`src/rtl/simd_wb_queue_pkg.sv`:
```
// Shared SIMD write-back definitions.
// Namespace bits, error-flag indices and FSM states.
package simd_wb_queue_pkg;

  localparam int NUM_NS = 6;

  localparam int NS_OBUF   = 0;
  localparam int NS_IBUF   = 1;
  localparam int NS_VMEM1  = 2;
  localparam int NS_VMEM2  = 3;
  localparam int NS_IMM    = 4;
  localparam int NS_EXTMEM = 5;

  localparam int ERR_OVF   = 0;
  localparam int ERR_MULTI = 1;

  typedef enum logic [1:0] {
    IDLE,
    ACTIVE,
    DRAIN,
    DONE
  } wb_state_t;

endpackage

```
`src/rtl/simd_wb_queue_if.sv`:
```
// Namespace buffer write bus.
// The write-back queue drives it as master.
interface simd_wb_queue_if #(
  parameter int ADDR_WIDTH = 32,
  parameter int DATA_WIDTH = 32,
  parameter int NUM_NS     = simd_wb_queue_pkg::NUM_NS
);

  logic [NUM_NS-1:0]     ns_wr_en;
  logic [ADDR_WIDTH-1:0] ns_wr_addr;
  logic [DATA_WIDTH-1:0] ns_wr_data;
  logic [NUM_NS-1:0]     ns_wr_ready;

  modport master (
    output ns_wr_en,
    output ns_wr_addr,
    output ns_wr_data,
    input  ns_wr_ready
  );

  modport slave (
    input  ns_wr_en,
    input  ns_wr_addr,
    input  ns_wr_data,
    output ns_wr_ready
  );

endinterface

```
`src/rtl/simd_wb_queue_fifo.sv`:
```
// Synchronous FIFO with extra-MSB pointers.
// Head entry is read combinationally from storage.
module simd_wb_fifo #(
  parameter int WIDTH = 8,
  parameter int DEPTH = 8
) (
  input  logic                     clk,
  input  logic                     reset,
  input  logic                     push,
  input  logic                     pop,
  input  logic [WIDTH-1:0]         din,
  output logic [WIDTH-1:0]         dout,
  output logic                     full,
  output logic                     empty,
  output logic [$clog2(DEPTH):0]   count
);

  localparam int AW = $clog2(DEPTH);

  logic [WIDTH-1:0] mem [DEPTH];
  logic [AW:0]      wr_ptr;
  logic [AW:0]      rd_ptr;
  logic             do_push;
  logic             do_pop;

  assign full  = (wr_ptr[AW] != rd_ptr[AW]) &&
                 (wr_ptr[AW-1:0] == rd_ptr[AW-1:0]);
  assign empty = (wr_ptr == rd_ptr);
  assign count = wr_ptr - rd_ptr;
  assign dout  = mem[rd_ptr[AW-1:0]];

  assign do_pop  = pop && !empty;
  assign do_push = push && (!full || do_pop);

  always_ff @(posedge clk) begin
    if (do_push) begin
      mem[wr_ptr[AW-1:0]] <= din;
    end
  end

  always_ff @(posedge clk) begin
    if (reset) begin
      wr_ptr <= '0;
      rd_ptr <= '0;
    end else begin
      if (do_push) wr_ptr <= wr_ptr + (AW+1)'(1);
      if (do_pop)  rd_ptr <= rd_ptr + (AW+1)'(1);
    end
  end

endmodule

```
`src/rtl/simd_wb_queue.sv`:
```
// SIMD write-back queue: buffers namespace writes,
// drains under per-namespace ready, flags completion.
module simd_wb_queue #(
  parameter int ADDR_WIDTH   = 32,
  parameter int DATA_WIDTH   = 32,
  parameter int NUM_NS       = simd_wb_queue_pkg::NUM_NS,
  parameter int DEPTH        = 8,
  parameter int AFULL_MARGIN = 2,
  parameter int CNT_WIDTH    = 16
) (
  input  logic                  clk,
  input  logic                  reset,
  input  logic [NUM_NS-1:0]     buf_wr_req_in,
  input  logic [ADDR_WIDTH-1:0] buf_wr_addr_in,
  input  logic [DATA_WIDTH-1:0] wr_data_in,
  input  logic                  inst_done_in,
  simd_wb_queue_if.master       ns_bus,
  output logic                  stall_out,
  output logic                  wb_done,
  output logic [CNT_WIDTH-1:0]  wr_count,
  output logic [1:0]            err_flags
);

  import simd_wb_queue_pkg::*;

  localparam int AW = $clog2(DEPTH);
  localparam int W  = NUM_NS + ADDR_WIDTH + DATA_WIDTH;
  localparam logic [AW:0] STALL_AT =
    (AW+1)'(DEPTH - AFULL_MARGIN);

  wb_state_t             state;
  logic [W-1:0]          head;
  logic [NUM_NS-1:0]     head_req;
  logic [ADDR_WIDTH-1:0] head_addr;
  logic [DATA_WIDTH-1:0] head_data;
  logic                  full;
  logic                  empty;
  logic [AW:0]           count;
  logic [AW:0]           next_cnt;
  logic                  req_any;
  logic                  req_one;
  logic                  head_rdy;
  logic                  push;
  logic                  pop;

  assign req_any = |buf_wr_req_in;
  assign req_one = req_any &&
    ((buf_wr_req_in & (buf_wr_req_in - NUM_NS'(1))) == '0);

  assign head_req  = head[W-1 -: NUM_NS];
  assign head_addr = head[DATA_WIDTH +: ADDR_WIDTH];
  assign head_data = head[DATA_WIDTH-1:0];

  // Head-of-line blocking: only the head's namespace ready matters
  assign head_rdy = |(head_req & ns_bus.ns_wr_ready);
  assign pop      = !empty && head_rdy;
  assign push     = req_one && (!full || pop);

  assign ns_bus.ns_wr_en   = pop ? head_req : '0;
  assign ns_bus.ns_wr_addr = empty ? '0 : head_addr;
  assign ns_bus.ns_wr_data = empty ? '0 : head_data;

  assign next_cnt = count + (AW+1)'(push) - (AW+1)'(pop);
  assign wb_done  = (state == DONE);

  simd_wb_fifo #(
    .WIDTH (W),
    .DEPTH (DEPTH)
  ) u_fifo (
    .clk   (clk),
    .reset (reset),
    .push  (push),
    .pop   (pop),
    .din   ({buf_wr_req_in, buf_wr_addr_in, wr_data_in}),
    .dout  (head),
    .full  (full),
    .empty (empty),
    .count (count)
  );

  always_ff @(posedge clk) begin
    if (reset) begin
      state     <= IDLE;
      stall_out <= 1'b0;
      wr_count  <= '0;
      err_flags <= '0;
    end else begin
      stall_out <= (next_cnt >= STALL_AT);
      if (req_one && full && !pop) err_flags[ERR_OVF] <= 1'b1;
      if (req_any && !req_one) err_flags[ERR_MULTI] <= 1'b1;

      if (state == IDLE && push) begin
        wr_count <= CNT_WIDTH'(pop);
      end else if (pop && wr_count != '1) begin
        wr_count <= wr_count + CNT_WIDTH'(1);
      end

      unique case (state)
        IDLE: begin
          if (push && inst_done_in) state <= DRAIN;
          else if (push)            state <= ACTIVE;
          else if (inst_done_in)    state <= DONE;
        end
        ACTIVE: if (inst_done_in) state <= DRAIN;
        DRAIN:  if (empty && !push) state <= DONE;
        DONE:   state <= IDLE;
        default: state <= IDLE;
      endcase
    end
  end

endmodule

```
`src/flat_wrapper.sv`:
```
// flat-port wrapper written by rule: the top's interface ports become plain ports
module simd_wb_queue_flat import simd_wb_queue_pkg::*;
#(
  parameter int ADDR_WIDTH   = 32,
  parameter int DATA_WIDTH   = 32,
  parameter int NUM_NS       = simd_wb_queue_pkg::NUM_NS,
  parameter int DEPTH        = 8,
  parameter int AFULL_MARGIN = 2,
  parameter int CNT_WIDTH    = 16
)
  (clk, reset, buf_wr_req_in, buf_wr_addr_in, wr_data_in, inst_done_in, stall_out, wb_done, wr_count, err_flags, ns_bus_ns_wr_en, ns_bus_ns_wr_addr, ns_bus_ns_wr_data, ns_bus_ns_wr_ready);
  simd_wb_queue_if #(.ADDR_WIDTH(ADDR_WIDTH), .DATA_WIDTH(DATA_WIDTH), .NUM_NS(NUM_NS)) ns_bus_i ();
  input  logic clk;
  input  logic reset;
  input  logic [NUM_NS-1:0] buf_wr_req_in;
  input  logic [ADDR_WIDTH-1:0] buf_wr_addr_in;
  input  logic [DATA_WIDTH-1:0] wr_data_in;
  input  logic inst_done_in;
  output logic stall_out;
  output logic wb_done;
  output logic [CNT_WIDTH-1:0] wr_count;
  output logic [1:0] err_flags;
  output wire logic [$bits(ns_bus_i.ns_wr_en)-1:0] ns_bus_ns_wr_en;
  output wire logic [$bits(ns_bus_i.ns_wr_addr)-1:0] ns_bus_ns_wr_addr;
  output wire logic [$bits(ns_bus_i.ns_wr_data)-1:0] ns_bus_ns_wr_data;
  input wire logic [$bits(ns_bus_i.ns_wr_ready)-1:0] ns_bus_ns_wr_ready;
  assign ns_bus_ns_wr_en = ns_bus_i.ns_wr_en;
  assign ns_bus_ns_wr_addr = ns_bus_i.ns_wr_addr;
  assign ns_bus_ns_wr_data = ns_bus_i.ns_wr_data;
  assign ns_bus_i.ns_wr_ready = ns_bus_ns_wr_ready;
  simd_wb_queue #(.ADDR_WIDTH(ADDR_WIDTH), .DATA_WIDTH(DATA_WIDTH), .NUM_NS(NUM_NS), .DEPTH(DEPTH), .AFULL_MARGIN(AFULL_MARGIN), .CNT_WIDTH(CNT_WIDTH)) u_core (.clk(clk), .reset(reset), .buf_wr_req_in(buf_wr_req_in), .buf_wr_addr_in(buf_wr_addr_in), .wr_data_in(wr_data_in), .inst_done_in(inst_done_in), .ns_bus(ns_bus_i), .stall_out(stall_out), .wb_done(wb_done), .wr_count(wr_count), .err_flags(err_flags));
endmodule
```
`config.mk`:
```
export PLATFORM = sky130hd
export DESIGN_NAME = simd_wb_queue_flat
export DESIGN_NICKNAME = d
export VERILOG_FILES = /design/src/rtl/simd_wb_queue_pkg.sv /design/src/rtl/simd_wb_queue_if.sv /design/src/rtl/simd_wb_queue_fifo.sv /design/src/rtl/simd_wb_queue.sv /design/src/flat_wrapper.sv
export SDC_FILE = /design/constraint.sdc
export NUM_CORES = 1
export LEC_CHECK = 0
export BUFFER_PORTS_ARGS = -buffer_cell sky130_fd_sc_hd__buf_4
export CORE_MARGIN = 1.5
export CORE_UTILIZATION = 45
export CTS_BUF_LIST = sky130_fd_sc_hd__clkbuf_4
export DETAILED_ROUTE_END_ITERATION = 10
export PLACE_DENSITY_LB_ADDON = 0.08
export SKIP_CTS_REPAIR_TIMING = 1
export SLEW_MARGIN = 40
export SYNTH_ARGS = -nofsm -noshare
export SYNTH_HDL_FRONTEND = slang
export SYNTH_HIERARCHICAL = 1
export SYNTH_SLANG_ARGS = --single-unit
```
`constraint.sdc`:
```
create_clock -name clk -period 16.4 [get_ports clk]
set_clock_uncertainty 0.15 [all_clocks]
set_input_delay 3.28 -clock clk [delete_from_list [all_inputs] [get_ports clk]]
set_output_delay 3.28 -clock clk [all_outputs]
set_load 0.1 [all_outputs]
```
==> results of run 1 <==
power by group:
part           switching [mW]  leakage, nW  internal, mW
sequential             0.0111         5.32          1.68
combinational           0.346         2.54         0.144
clock                   0.546         1.02         0.580
kinds of logic (layout without fill, tap and decap cells):
| kind of cell | Yosys count | after routing |
|---|---|---|
| AOI/OAI and AO/OA | 42 | 42 |
| xor gates and xnor gates | 23 | 23 |
| adders and majority gates | 19 | 19 |
| buffers and inverters | 73 | 443 |
| DFF | 592 | 592 |
| muxes | 214 | 214 |
| other | 0 | 3 |
| and+or+nand+nor | 153 | 153 |
registers in the layout, indices dropped and copies added (netlist names), named ones only:
| signal | count |
|---|---|
| u_core/err_flags | 2 |
| u_core/stall_out | 1 |
| u_core/state | 2 |
| u_core/u_fifo/mem | 560 |
| u_core/u_fifo/rd_ptr | 4 |
| u_core/u_fifo/wr_ptr | 4 |
| u_core/wr_count | 16 |
critical path: stages:
cell and delay [ns]:
buf_4 0.11, a22oi_1 0.25, a31o_2 0.39, inv_1 0.29
and2_1 0.25, buf_4 0.23
per-stage QoR:
stage	power, mW	cell area (um2)	setup slack, ns	utilization	hold slack [ns]
floorplan	2.09	23400	6.10	-	0.318
CTS	3.36	27200	8.14	0.529	0.300
global route	3.46	27200	8.02	0.529	0.353
finish	3.30	27200	8.18	0.529	0.305
detailed placement	2.22	25500	8.13	0.496	0.292
global placement	2.21	25500	8.20	0.495	0.288
layout by cell type, fill, tap and decap left out, types with 20 or more instances in the layout:
| cell | netlist | layout |
|---|---|---|
| buf_4 | 0 | 174 |
| clkbuf_4 | 0 | 203 |
| clkinv_1 | 0 | 20 |
| dfxtp_1 | 32 | 29 |
| edfxtp_1 | 560 | 560 |
| inv_1 | 22 | 22 |
| mux2_2 | 70 | 70 |
| mux4_2 | 140 | 140 |
| nor2_1 | 29 | 23 |
| nor2b_1 | 64 | 64 |
final cells by class:
class | instances | area share
clock buffer | 203 | 0.0561
antenna | 3 | 0.000276
timing repair buffer | 187 | 0.0534
multi-input combinational | 451 | 0.208
clock inverter | 31 | 0.00529
tap | 680 | 0.0313
inverter | 22 | 0.00304
sequential | 592 | 0.643
per-layer routing:
metal	vias to the layer above	global-route usage	routed length [um]
li1	5228	-	-
met1	6026	0.241	20600
met2	285	0.308	24300
met3	66	0.0636	2750
met4	6	0.0584	680
met5	-	0	48
worst paths after layout:
check,from,to,slack (ns),depth (start not counted)
setup reg to reg,flip-flop,u_core/u_fifo/mem[1][34],11.14,9
hold reg to reg,u_core/err_flags[1],u_core/err_flags[1],0.30,2
setup / recovery,ns_bus_ns_wr_ready[2],ns_bus_ns_wr_en[5],8.18,6
hold / removal,u_core/err_flags[1],u_core/err_flags[1],0.30,2
==> impl_metrics.toml, run 1 <==
[logic_synthesis]
synth.distinct_cells = 53
synth_edf_count = 560
synthAdderAreaFrac = 0.0106
synth_commonest_cells = "edfxtp_1 (560), mux4_2 (140), mux2_2 (70), nor2b_1 (64), dfxtp_1 (32)"
ys_seq_elements = 592
yosysMostFrequentCell = "edfxtp_1"
syn_area_um2 = 23400
synth_top_area_frac = 0.718
syn_inst = 1116
synthMuxAreaShare = 0.170
yosysWarnings = 6
synth-xor-area-share = 0.00892
synth_area_leader_cell = "edfxtp_1"
async_flop_share = 0
post_synth_and_or_nand_nor_area_fraction = 0.0367
avgSynthCellArea_um2 = 21.0
syn-num-nets = 1212
synth_compound_area_frac = 0.0126
seq_area_frac_synth = 0.745
synth-main-ff-cell = "edfxtp_1"
synth_area_leaders = "edfxtp_1 (72%), mux4_2 (13%), mux2_2 (3.4%), dfxtp_1 (2.7%), nor2b_1 (1.7%)"
synth_top_family_by_area = "multiplexers"

[sta]
slew_viol_final = 0
period_needed_ns = 8.22
slew_headroom = 0.449
max_slew.worst_pin.slew_ns = 0.826
hold_viol_final = 0
report.final.setup_viol = 0
fmax_ghz = 0.122
rsz0062_at_grt = "false"
fin_crit_sh = 0.501
finalSetupTns_ns = 0

[drt]
antenna_left = 0
num_vias = 11611
viasPerCell = 5.35
drt_iter0_drc = 579
routed_wl_um = 48400
wl_per_cell_um = 22.3
dr.pass1.iters = 4
drcViolationCount = 0

[grt]
antenna_found_initial = 5
track_usage = 0.189
grt_max_degree = 69
grt.overflow.total = 0
grt_pass1_wl_um = 73600
grt_pass1_vias = 12461

[worst_setup_path]
crit_fanout = 14
critPathArrivalTime_ns = 4.79
end_kind = "primary output"
crit_type = "in -> out"
crit_required_ns = 12.97
worst_setup_path_start_kind = "primary input"

[placed_design]
gp_congestion = 0.756
port_buffers = 168
hpwl_um = 25500
dp.cells = 1932

[floorplanning]
num_rows = 83
die_area_um2 = 53400
boundaryPins = 169
initial_core_util = 0.456
die_w_um = 231
core-area_um2 = 51400
die_h_um = 231

[hold_path]
hold_class = "reg -> reg"

[cts]
cts_buffers = 153
ctsHtreeMaxLevel = 4
cts_root_buffer = "clkbuf_4"
clk_latency_ns = 0.94
cts_tree = "yes"
clockBufferDepth = 3
clk_pin_slew_ns = 0.06
clock_sinks = 592

[pwr]
ir_drop_mv = 0.0767
powerDensity_nw_per_um2 = 122
leakagePower_nw = 8.88

[layout]
seqCellArea_um2 = 17500
n_fill_cell = 4235
instances_no_fill = 2169
multiInputGateArea_um2 = 5660
fin_nets = 1503
area_growth_pct = 16.1
drive_gt1_frac = 0.425

[outcome]
status = "finished clean"

[job]
cap_violations = 0
No activity file was read; power rests on OpenSTA's default activity.
==> inputs of run 2 (changes only) <==
Clock period 16.4 ns to 7.43 ns, I/O delays scaled along.
==> impl_metrics.toml, run 2 (synthesis results as in run 1) <==
[outcome]
status = "finished clean"

[job]
cap_violations = 0

[sta]
period_needed_ns = 6.11
fmax_ghz = 0.164
slew_headroom = 0.476
finalSetupTns_ns = 0
slew_viol_final = 0
rsz0062_at_grt = "false"
hold_viol_final = 0
fin_crit_sh = 0.822
timing.final.ws_setup_ns = 1.32
max_slew.worst_pin.slew_ns = 0.787
report.final.setup_viol = 0

[drt]
routed_wl_um = 48700
wl_per_cell_um = 22.0
dr.pass1.iters = 4
viasPerCell = 5.31
antenna_left = 0
drt_iter0_drc = 657
num_vias = 11717
drcViolationCount = 0

[layout]
final_common_cell = "edfxtp_1"
area_growth_pct = 18.7
final_cell_mix = "edfxtp_1 (560), clkbuf_4 (233), buf_4 (181)"
fin_nets = 1515
instances_no_fill = 2208
largest_reg_flops = 560
fin_area_um2 = 27800
drive_gt1_frac = 0.443

[worst_setup_path]
end_kind = "primary output"
crit_fanout = 35
crit_path_frequent_cell = "buf_4"
worst_setup_path_start_kind = "flip-flop"
cp_cell_sequence = "buf_4, mux4_2, mux2_2, a22oi_1, a31o_2, inv_1, and2_1, buf_4"
slowest_stage = "buf_4"
slowest_delay_ns = 0.66
critPathArrivalTime_ns = 4.47
crit_type = "reg -> out"
crit_required_ns = 5.79

[floorplanning]
num_rows = 83
die_area_um2 = 53400
die_h_um = 231
initial_core_util = 0.456
boundaryPins = 169
core-area_um2 = 51400
die_w_um = 231

[cts]
clk_pin_slew_ns = 0.06
clock_sinks = 592
cts_buffers = 157
cts_tree = "yes"
ctsHtreeMaxLevel = 4
clk_latency_ns = 0.95
cts_root_buffer = "clkbuf_4"
clockBufferDepth = 3

[pwr]
switching_power_mw = 2.08
p_total_mw = 7.77
switching_share = 0.267
internal_power_mw = 5.70
p_comb_frac = 0.141
leakagePower_nw = 9.15
pwr-share-seq = 0.480
ir_drop_mv = 0.171
powerDensity_nw_per_um2 = 280
clkPwrFrac = 0.380

[placed_design]
port_buffers = 168
placed_area_um2 = 25700
post-place-ws_ns = 2.22
hpwl_um = 26900
gp_congestion = 0.749
dp.cells = 1939

[grt]
grt_pass1_wl_um = 75000
grt.overflow.total = 0
grt_pass1_vias = 12935
antenna_found_initial = 5
grt_max_degree = 93
track_usage = 0.191

[hold_path]
hold_class = "reg -> reg"
-- run 2: cell count changes in the layout (fill, tap and decap cells not counted), moves of 2 or more --
cell and change:
buf_6 -11, buf_8 +2, bufinv_16 +6, buf_4 +7
clkbuf_4 +30, buf_12 +5, clkinv_1 -5, inv_2 -7
clkinvlp_4 +4, buf_16 +5
-- run 2: area by class of cell --
type | instances | area, um2
Fill cell | 4124 | 23600
Antenna cell | 4 | 10.0
Inverter | 22 | 82.6
Clock inverter | 31 | 327
Tap cell | 680 | 851
Timing Repair Buffer | 195 | 1650
Multi-Input combinational cell | 451 | 5660
Sequential cell | 592 | 17500
Clock buffer | 233 | 1750
-- run 2: final timing paths --
check / endpoint / slack, ns / startpoint / cells past startpoint
max: ns_bus_ns_wr_en[0] / 1.32 / flip-flop / 8
min: u_core/err_flags[1] / 0.30 / u_core/err_flags[1] / 2
max reg2reg: u_core/u_fifo/mem[1][20] / 2.54 / flip-flop / 11
min reg2reg: u_core/err_flags[1] / 0.30 / u_core/err_flags[1] / 2
-- run 2: metrics by stage --
| stage | utilization | hold WS (ns) |
|---|---|---|
| floorplan | - | 0.318 |
| global placement | 0.497 | 0.296 |
| detailed placement | 0.500 | 0.298 |
| CTS | 0.540 | 0.306 |
| global route | 0.541 | 0.329 |
| finish | 0.541 | 0.301 |
-- run 2: power by group through the flow --
| stage | sequential, mW | combinational [mW] | clock (mW) |
|---|---|---|---|
| 6_report | 3.73 | 1.09 | 2.95 |
| 2_1_floorplan | 3.83 | 0.798 | 0 |
| 3_5_place_dp | 3.80 | 1.11 | 0 |
| 5_1_grt | 3.73 | 1.16 | 3.25 |
| 3_3_place_gp | 3.80 | 1.09 | 0 |
| 4_1_cts | 3.73 | 1.11 | 3.06 |
-- run 2: per-layer routing --
metal / wire length [um] / track usage / vias up
li1: - / - / 5276
met1: 21100 / 0.242 / 6078
met2: 24100 / 0.310 / 288
met3: 2590 / 0.0629 / 69
met4: 821 / 0.0650 / 6
met5: 31 / 0 / -
-- run 2: worst max-delay path: cells and delay by family (launching register included) --
kind	cells	cell delay, ns
flops	1	0.58
buf+inv	3	1.19
compound gates	2	0.56
simple gates	1	0.26
mux	2	0.93
==> inputs of run 3 (changes only) <==
Settings changed: ABC_AREA from default to 1.
Clock period 7.43 ns to 5.2 ns, I/O delays scaled along.
==> impl_metrics.toml, run 3 <==
[logic_synthesis]
synth_top_family_by_area = "simple AND/OR/NAND/NOR gates"
post_synth_and_or_nand_nor_area_fraction = 0.121
yosysMostFrequentCell = "edfxtp_1"
synth_area_leaders = "edfxtp_1 (69%), nor2_1 (6.1%), nand2_1 (4.6%), o21ai_0 (4.2%), o22ai_1 (3.6%)"
seq_area_frac_synth = 0.718
synthMuxAreaShare = 0
avgSynthCellArea_um2 = 11.9
yosysWarnings = 6
synth-main-ff-cell = "edfxtp_1"
synth_edf_count = 560
syn_area_um2 = 24300
synth_compound_area_frac = 0.100
synth.distinct_cells = 38
synth-xor-area-share = 0.00576
syn-num-nets = 2145
synth_area_leader_cell = "edfxtp_1"
synth_commonest_cells = "edfxtp_1 (560), nor2_1 (394), nand2_1 (298), o21ai_0 (203), o22ai_1 (140)"
synthAdderAreaFrac = 0.00936
async_flop_share = 0
syn_inst = 2049
ys_seq_elements = 592
synth_top_area_frac = 0.691

[sta]
slew_viol_final = 0
rsz0062_at_grt = "false"
fmax_ghz = 0.204
max_slew.worst_pin.slew_ns = 0.728
slew_headroom = 0.515
report.final.setup_viol = 0
fin_crit_sh = 0.942
hold_viol_final = 0
period_needed_ns = 4.90

[drt]
num_vias = 16377
dr.pass1.iters = 5
antenna_left = 0
drt_iter0_drc = 1089
drcViolationCount = 0
routed_wl_um = 60200
viasPerCell = 5.26
wl_per_cell_um = 19.3

[cts]
clk_latency_ns = 0.99
clock_sinks = 592
cts_root_buffer = "clkbuf_4"
cts_tree = "yes"
clockBufferDepth = 3
clk_pin_slew_ns = 0.06
cts_buffers = 157
ctsHtreeMaxLevel = 4

[layout]
multiInputGateArea_um2 = 5800
utilization = 0.529
n_fill_cell = 4798
area_growth_pct = 16.6
largest_reg_flops = 560
instances_no_fill = 3113
seqCellArea_um2 = 17500
fin_nets = 2387
final_common_cell = "edfxtp_1"
final_cell_mix = "edfxtp_1 (560), nor2_1 (386), nand2_1 (298)"
drive_gt1_frac = 0.201

[floorplanning]
die_area_um2 = 55500
core-area_um2 = 53600
initial_core_util = 0.454
die_h_um = 236
die_w_um = 236
num_rows = 85
boundaryPins = 169

[worst_setup_path]
crit_required_ns = 4.01
crit_fanout = 52
end_kind = "primary output"
worst_setup_path_start_kind = "flip-flop"
critPathArrivalTime_ns = 3.71
crit_type = "reg -> out"

[grt]
grt_pass1_wl_um = 92000
track_usage = 0.217
grt_pass1_vias = 16234
grt_max_degree = 145
antenna_found_initial = 3
grt.overflow.total = 0

[pwr]
clkPwrFrac = 0.392
ir_drop_mv = 0.235
internal_power_mw = 7.88
p_comb_frac = 0.118
powerDensity_nw_per_um2 = 379
switching_share = 0.267
leakagePower_nw = 10.7
p_total_mw = 10.8
switching_power_mw = 2.88
pwr-share-seq = 0.490

[placed_design]
hpwl_um = 32800
dp.cells = 2826
port_buffers = 168
gp_congestion = 0.841

[outcome]
status = "finished clean"

[hold_path]
hold_class = "in -> reg"

[job]
cap_violations = 0
## run 3: cell count changes after synthesis, sizes merged, moves of 11 or more
cell / previous run / this run
buf: 29 / 69
clkbuf: 22 / 48
inv: 22 / 116
mux2: 70 / 0
mux4: 140 / 0
nand2: 10 / 304
nor2: 29 / 397
nor2b: 64 / 0
o21ai: 7 / 286
o22ai: 1 / 140
xnor2: 16 / 5
## run 3: final timing paths
kind,startpoint,end,slack (ns),cells past startpoint
max,flip-flop,ns_bus_ns_wr_en[4],0.30,13
min,wr_data_in[31],u_core/u_fifo/mem[4][31],0.14,1
max reg2reg,flip-flop,u_core/u_fifo/mem[0][58],1.09,18
min reg2reg,u_core/wr_count[15],u_core/wr_count[15],0.36,2
## run 3: power by group through the flow
| stage | clock network (mW) | registers [mW] | logic (mW) |
|---|---|---|---|
| after floorplan | 0 | 5.41 | 0.884 |
| after global placement | 0 | 5.38 | 1.26 |
| after detailed placement | 0 | 5.38 | 1.27 |
| after CTS | 4.35 | 5.28 | 1.27 |
| after global routing | 4.59 | 5.28 | 1.36 |
| final | 4.22 | 5.28 | 1.27 |
## run 3: critical path, cell delays in order, from the launching register on
cell and delay (ns):
dfxtp_4 0.52, inv_6 0.42, o21ai_1 0.15, o22ai_1 0.14, nand2_1 0.08, nand2_1 0.10
nand2_1 0.05, nand2_1 0.07, inv_1 0.04, nand2_1 0.14, nand2_2 0.11, buf_4 0.19
nor2_1 0.32, buf_4 0.37
## run 3: through the flow
stage | hold WS (ns) | worst slack, ns | setup TNS [ns] | instance area (um2)
floorplan | 0.315 | -0.478 | -155.10 | 24300
CTS | 0.0180 | -0.183 | -0.895 | 28300
finish | 0.141 | 0.304 | 0 | 28400
global placement | 0.342 | 0.860 | 0 | 26200
detailed placement | 0.355 | 0.707 | 0 | 26200
global route | 0.0773 | 0.0273 | 0 | 28400
## run 3: layout make-up
cell class,count,share of cell area
inverter,116,0.0159
timing repair buffer,200,0.0592
multi-input combinational,1224,0.205
sequential,592,0.616
tap,696,0.0307
clock inverter,40,0.0101
antenna,6,0.000529
clock buffer,239,0.0632
## run 3: kinds of logic after synthesis
logic type               after synthesis
AND/OR/NAND/NOR                      741
flip-flops                           592
AO/OA/AOI/OAI                        450
buffers and inverters                233
adder cells (fa/ha/maj)               17
XOR/XNOR                              16
## run 3: metal layers
metal  track usage  vias to the layer above  routed length, um
li1              -                     7819                  -
met1         0.280                     8011              26500
met2         0.351                      428              28900
met3        0.0530                      117               3100
met4        0.0901                        2               1640
met5             0                        -                  8
